--- src/rtl/xbar_arb_pkg.sv ---
// rtl/xbar_arb_pkg.sv - shared types and width helper for the crossbar FIFO write arbiter
package xbar_arb_pkg;

    typedef enum logic {
        IDLE  = 1'b0,
        BURST = 1'b1
    } arb_state_e;

    function automatic int idx_w(input int n);
        return (n > 1) ? $clog2(n) : 1;
    endfunction

endpackage

--- src/rtl/rr_pick.sv ---
// rtl/rr_pick.sv - combinational round-robin selector (double-width rotate + priority encode)
module rr_pick
    import xbar_arb_pkg::*;
#(
    parameter int N  = 4,
    parameter int IW = idx_w(N)
) (
    input  logic [N-1:0]  req,
    input  logic [IW-1:0] ptr,
    output logic          found,
    output logic [IW-1:0] idx
);

    localparam logic [IW:0] N_W = (IW+1)'(N);

    logic [N-1:0]  rot;
    logic [IW-1:0] off;
    logic [IW:0]   sum;

    always_comb begin
        rot   = N'({req, req} >> ptr);
        found = |rot;
        off   = '0;
        for (int i = N - 1; i >= 0; i--) begin
            if (rot[i]) begin
                off = IW'(i);
            end
        end
        // Undo the rotation: offset is relative to ptr, modulo N
        sum = {1'b0, ptr} + {1'b0, off};
        if (sum >= N_W) begin
            sum = sum - N_W;
        end
        idx = sum[IW-1:0];
    end

endmodule

--- src/rtl/xbar_fifo_wr_arbiter.sv ---
// rtl/xbar_fifo_wr_arbiter.sv - burst-locked round-robin arbiter for a shared FIFO write port
// Optional per-requester grant counters: XBAR_ARB_GRANT_CNT_EN
module xbar_fifo_wr_arbiter
    import xbar_arb_pkg::*;
#(
    parameter int NUM_REQ = 4,
    parameter int DATA_W  = 32,
    parameter int CNT_W   = 16,
    localparam int IW     = idx_w(NUM_REQ)
) (
    input  logic                      clk,
    input  logic                      rst,
    input  logic [NUM_REQ-1:0]        req_valid,
    input  logic [NUM_REQ-1:0]        req_last,
    input  logic [NUM_REQ*DATA_W-1:0] req_data,
    output logic [NUM_REQ-1:0]        req_ready,
    input  logic                      fifo_full,
    output logic                      fifo_wr_en,
    output logic [DATA_W-1:0]         fifo_wr_data,
    output logic [IW-1:0]             grant_idx,
    output logic                      busy
`ifdef XBAR_ARB_GRANT_CNT_EN
    ,
    output logic [NUM_REQ*CNT_W-1:0]  grant_cnt
`endif
);

    if (NUM_REQ < 2) begin : g_bad_num_req
        $error("NUM_REQ must be at least 2");
    end
    if (CNT_W < 1) begin : g_bad_cnt_w
        $error("CNT_W must be at least 1");
    end

    arb_state_e    state_q, state_d;
    logic [IW-1:0] grant_q, grant_d;
    logic [IW-1:0] rr_ptr_q, rr_ptr_d;
    logic          pick_found;
    logic [IW-1:0] pick_idx;
    logic          xfer;
    logic          xfer_last;

    rr_pick #(
        .N  (NUM_REQ),
        .IW (IW)
    ) u_rr_pick (
        .req   (req_valid),
        .ptr   (rr_ptr_q),
        .found (pick_found),
        .idx   (pick_idx)
    );

    assign xfer      = (state_q == BURST) & req_valid[grant_q] & ~fifo_full;
    assign xfer_last = xfer & req_last[grant_q];

    always_ff @(posedge clk or negedge rst) begin
        if (!rst) begin
            state_q  <= IDLE;
            grant_q  <= '0;
            rr_ptr_q <= '0;
        end else begin
            state_q  <= state_d;
            grant_q  <= grant_d;
            rr_ptr_q <= rr_ptr_d;
        end
    end

    always_comb begin
        state_d  = state_q;
        grant_d  = grant_q;
        rr_ptr_d = rr_ptr_q;
        case (state_q)
            IDLE: begin
                if (pick_found) begin
                    state_d = BURST;
                    grant_d = pick_idx;
                end
            end
            BURST: begin
                // Grant is held through stalls and owner bubbles until a last beat moves
                if (xfer_last) begin
                    state_d  = IDLE;
                    rr_ptr_d = (grant_q == IW'(NUM_REQ - 1)) ? '0 : grant_q + IW'(1);
                end
            end
            default: state_d = IDLE;
        endcase
    end

    always_comb begin
        req_ready    = '0;
        fifo_wr_en   = xfer;
        fifo_wr_data = '0;
        busy         = (state_q == BURST);
        grant_idx    = grant_q;
        if (xfer) begin
            req_ready[grant_q] = 1'b1;
            fifo_wr_data       = req_data[grant_q*DATA_W +: DATA_W];
        end
    end

`ifdef XBAR_ARB_GRANT_CNT_EN
    for (genvar i = 0; i < NUM_REQ; i++) begin : g_cnt
        logic [CNT_W-1:0] cnt_q;

        always_ff @(posedge clk or negedge rst) begin
            if (!rst) begin
                cnt_q <= '0;
            end else if ((state_q == IDLE) && pick_found && (pick_idx == IW'(i))
                         && (cnt_q != {CNT_W{1'b1}})) begin
                cnt_q <= cnt_q + CNT_W'(1);
            end
        end

        assign grant_cnt[i*CNT_W +: CNT_W] = cnt_q;
    end
`endif

endmodule

--- config.mk ---
export PLATFORM = sky130hd
export DESIGN_NAME = xbar_fifo_wr_arbiter
export DESIGN_NICKNAME = d
export VERILOG_FILES = /design/src/rtl/xbar_arb_pkg.sv /design/src/rtl/rr_pick.sv /design/src/rtl/xbar_fifo_wr_arbiter.sv
export SDC_FILE = /design/constraint.sdc
export NUM_CORES = 1
export LEC_CHECK = 0
export ABC_AREA = 0
export CAP_MARGIN = 20
export CORE_MARGIN = 2
export CORE_UTILIZATION = 25
export CTS_CLUSTER_DIAMETER = 30
export DETAILED_ROUTE_END_ITERATION = 8
export PLACE_DENSITY = 0.8
export SYNTH_ARGS = -nofsm -noshare
export SYNTH_HDL_FRONTEND = slang
export SYNTH_SLANG_ARGS = --single-unit
--- constraint.sdc ---
create_clock -name clk -period 1.6 [get_ports clk]
set_input_delay 0.24 -clock clk [delete_from_list [all_inputs] [get_ports clk]]
set_output_delay 0.24 -clock clk [all_outputs]
set_load 0.01 [all_outputs]
; ---- Word-level counts from Yosys, hierarchy flattened
; Cells that the tools add are included.
[totals]
reg_bits = 5
out_inout_bits = 40
input_bits = 139
wordCells = 38
[classes]
order_cmp = 3
shifts = 2
addsub = 3
n_reduce_logical = 4
muxes = 17
bitwise_logic = 5
eq_ne = 1
[ops]
columns = cell, count
row1 = 128-bit by 8-bit variable part select with 32-bit output, 1
row2 = 32-bit two-way mux, 1
row3 = 2-bit two-way mux, 6
row4 = 8-bit by 2-bit >> shifter with 4-bit output, 1
row5 = 1-bit two-way mux, 5
row6 = 1-bit binary-select mux with 2-bit select, 2
row7 = 4-bit two-way mux, 1
row8 = 2-bit AND reduction, 2
row9 = 4-bit OR reduction, 1
row10 = 2-bit by 2-bit adder with 3-bit output, 1
row11 = 1-bit bitwise AND, 3
row12 = "3-bit greater-or-equal comparator, second input constant", 1
row13 = "2-bit by 3-bit less-than comparator with 1-bit output, second input constant", 1
row14 = "2-bit by 1-bit adder with 2-bit output, second input constant", 1
row15 = 1-bit demux with 2-bit select, 1
row16 = "2-bit == test, second input constant", 1
row17 = "2-bit by 1-bit greater-or-equal comparator with 1-bit output, second input constant", 1
row18 = 1-bit inverter, 2
row19 = 1-bit case mux with 2 select lines, 1
row20 = "2-bit by 1-bit subtractor with 2-bit output, second input constant", 1
row21 = 1-bit logical AND, 1

; ---- Longest topological paths before layout
[depth]
ltp_word = 8
mapped_depth = 8
depth_no_buf = 8

; ---- Modules after synthesis
; From an unflattened synthesis, not the netlist that was laid out.
[hier_totals]
hier_cells = 132
hier_area_um2 = 1571.5
[modules_own_cells]
columns = mod, seq_area_each_um2, area_each_um2, cells_each, n_inst
row1 = xbar_fifo_wr_arbiter, 125.1, 1391.3, 109, 1
row2 = rr_pick, 0.0, 180.2, 23, 1

; ---- Worst setup path before layout
; Ideal clock, no wire load.
[synth_path]
path_kind = register to output
from = register grant_q[0] (netlist: grant_idx[0])
to = output fifo_wr_data[10]
path_stages_with_launch = 5
path_buffers = 2
t_arrival_ns = 1.575
slack_ns = -0.215
cell_sequence = dfrtp_1 -> buf_6 -> buf_2 -> mux4_2 -> nor2b_1
[synth_between]
elab_chain_len = 5
word_cells_on_any_way = 6
[synth_lines]
columns = item, line
row1 = from (decl), xbar_fifo_wr_arbiter.sv:36  ; logic [IW-1:0] grant_q, grant_d;
row2 = from (signal assigned), xbar_fifo_wr_arbiter.sv:63  ; grant_q <= grant_d;
row3 = branches (longest 4 deep; another with 128-bit by 8-bit variable part select with 32-bit output), --
row4 = 32-bit two-way mux (*), xbar_fifo_wr_arbiter.sv:96  ; if (xfer) begin
row5 = to (decl), xbar_fifo_wr_arbiter.sv:19  ; output logic [DATA_W-1:0] fifo_wr_data,
; Every way passes the cells marked *. The select of a mux whose other input is x is not followed.

; ---- Worst setup path in the final report
[layout_path]
from = register grant_q[0] (netlist: grant_idx[0])
to = output fifo_wr_data[24]
; The elaborated chain is that of the path after synthesis.

==> metrics.cfg <==
[run_status]
status=finished, violations left
violations=negative setup slack

[synthesis]
syn-cell-area_um2=1510
synth_edf_count=0
synth-compound-area-share_pct=5.13
syn-num-nets=272
synth-adder-area-share_pct=4.14
synthArstFlopShare_pct=100
synthTopCellsByArea=mux4_2 48%, nor2b_1 17%, dfrtp_1 8.3%
post-synth-top-count-cell=nor2b_1
ys_ff_latch=5
synth_top_family_by_area=multiplexers
synth_largest_area_cell=mux4_2
yosys_warnings=0
postSynthCellCount=128
netlist.area_leader.share_pct=47.6
synthTopCellsByCount=40 x nor2b_1, 32 x mux4_2, 5 x dfrtp_1, 5 x ha_1, 5 x nor2_1
synth_xor_area_share_pct=1.16
synthSimpleGateAreaFrac_pct=21.2
synth_flop_cell=dfrtp_1
muxShareOfSynthArea_pct=54.1
ys_types=29
syn_avg_cell_area_um2=11.8
yosysSeqAreaShare_pct=8.27

[worst_setup_path]
worstPathArrival_ns=1.82
cp-end-kind=output port
cp_top_family=buffers and inverters
crit_top_cell=buf_6
cpPeakStageDelay_ns=0.42
required_ns=1.36
critPathMaxFanout=6
cp_num_buf_inv=5
r2r_slack_ns=-0.38
timing.rr.start=grant_idx[0]$_DFFE_PN0P_
cpMaxStageDelayCell=mux4_2
critPathKind=register to output port
worstPathCellList=buf_6, buf_6, buf_12, buf_16, mux4_2, nor2b_1, buf_2
start_kind=register
worstSetupStartpoint=grant_idx[0]$_DFFE_PN0P_

[grt]
grt_max_degree=14
grt_pass1_wl_um=10000
grt_pass1_vias=1959
grt_usage_pct=19.9
grt_antenna_before_repair=0
overflow=0

[place]
dpl.cell_count=384
hpwl_um=5600
place_ws_ns=-0.654
place.gp.congestion=0.835
numPortBuffers=178

[route]
drt-initial-drc-count=38
drtPass1Iterations=4
num_vias=2005
drcViolationCount=0
wire_per_inst_um=18.6
vias_per_cell=4.89
wl_um=7620
postRouteAntennaNets=0

[sta]
rsz0062_at_grt=true
fin_crit_ns=2.06
slew_headroom_pct=82.2
fin_crit_sh_pct=128
tightest_slew_ns=0.266
setup_viol=41
final_max_slew_viol_count=0
clock_skew_ns=0.00108
hold_viol=0
fmax_mhz=487
setup_ws_ns=-0.455

[die]
io_pins=179
die_w_um=81.8
core_area_um2=5890
num_rows=28
die_y_um=81.8
start_util_pct=25.7
dieArea_um2=6690

[clock_network]
cts_hold_buf=0
clock-sinks=5
cts_tree=yes
h-tree-depth=1
clockBufferDepth=2
clk_latency_ns=0.22
cts_buffers=3
clock-root-buffer=clkbuf_8
path_clk_slew_ns=0.04

[hold_path]
hp-class=input port to async pin

[final_layout]
nets=480
fin_cells=410
n_fill_cell=469
drive_gt1_share_pct=42.1
area_growth_pct=159
diodes=0

[pwr]
power.leakage_nw=1.61
vdd_drop_max_mv=1.04
p_per_area_nw_per_um2=1290

[flow_run]
drv_cap=0

power by group:
group          switching, mW  leakage (nW)  internal [mW]
sequential            0.0761        0.0543          0.192
clock                 0.0663        0.0228          0.171
combinational           1.62          1.53           2.91
total                   1.76          1.61           3.28
cells by family after synthesis:
kind of cell               Yosys count
and+or+nand+nor                     53
muxes                               39
buffers and inverters               15
AOI/OAI and AO/OA                    9
adders and majority gates            5
DFF                                  5
xor gates and xnor gates             2
cells in the final DEF (no fill, tap or decap), types with 2 or more instances in the layout:
cell type          n
clkdlybuf4s15_1    3
nand2_1            3
dfrtp_1            3
clkdlybuf4s50_1  135
nor2b_4           12
mux2i_1            2
buf_6             23
ha_1               4
buf_12             5
buf_16             3
inv_4              2
clkbuf_8           3
nor2_1             5
mux2_4             3
nor2b_1           26
dfrtp_2            2
a21oi_2            2
clkbuf_16          2
bufbuf_16          2
nor2b_2            3
buf_4             13
clkdlybuf4s15_2    2
buf_2             24
mux4_2            32
sequential cells by signal, summed over array words and instances (netlist names):
register   count
grant_idx      2
rr_ptr_q       2
busy           1
metal layers:
| metal | track usage (%) | part of all wire (%) | vias up |
|---|---|---|---|
| met3 | 3.85 | 7.3 | 12 |
| met1 | 22.7 | 35 | 983 |
| met4 | 3.00 | 1.4 | 0 |
| met2 | 38.5 | 56 | 92 |
| met5 | 0 | 0 | - |
| li1 | - | - | 918 |
layout make-up:
cell class	count	area [µm²]	area share, %
Clock buffer	4	45.0	1.15
Inverter	3	16.3	0.415
Timing Repair Buffer	215	2210	56.3
Sequential cell	5	128	3.26
Tap cell	75	93.8	2.40
Multi-Input combinational cell	108	1430	36.4
metrics by stage:
stage               TNS, ns  util [%]  hold WS [ns]  power, mW  area [µm²]
floorplan             -2.59         -       -0.0556       2.41        1550
global placement     -23.38      59.4         0.477       3.77        3490
detailed placement   -23.75      59.4         0.479       3.82        3490
CTS                  -14.86      63.3         0.240       4.69        3730
global route         -17.18      66.6         0.247       5.33        3920
finish               -14.81      66.6         0.240       5.04        3920
final timing paths:
path | cells past startpoint | endpoint
worst max-delay path | 7 | fifo_wr_data[24]
worst min-delay path | 1 | rr_ptr_q[1]$_DFFE_PN0P_
worst max register to register | 8 | rr_ptr_q[1]$_DFFE_PN0P_
worst min register to register | 3 | busy$_DFF_PN0_
max in group asynchronous | 1 | grant_idx[0]$_DFFE_PN0P_
min in group clk | 5 | busy$_DFF_PN0_
repair_timing:
item	in CTS	in global routing
buffers inserted	12	5
pin swaps	4	8
cloned	5	2
gates resized for setup	188	31
endpoints found under the setup margin	43	43
Power figures use the tool's default switching activity.
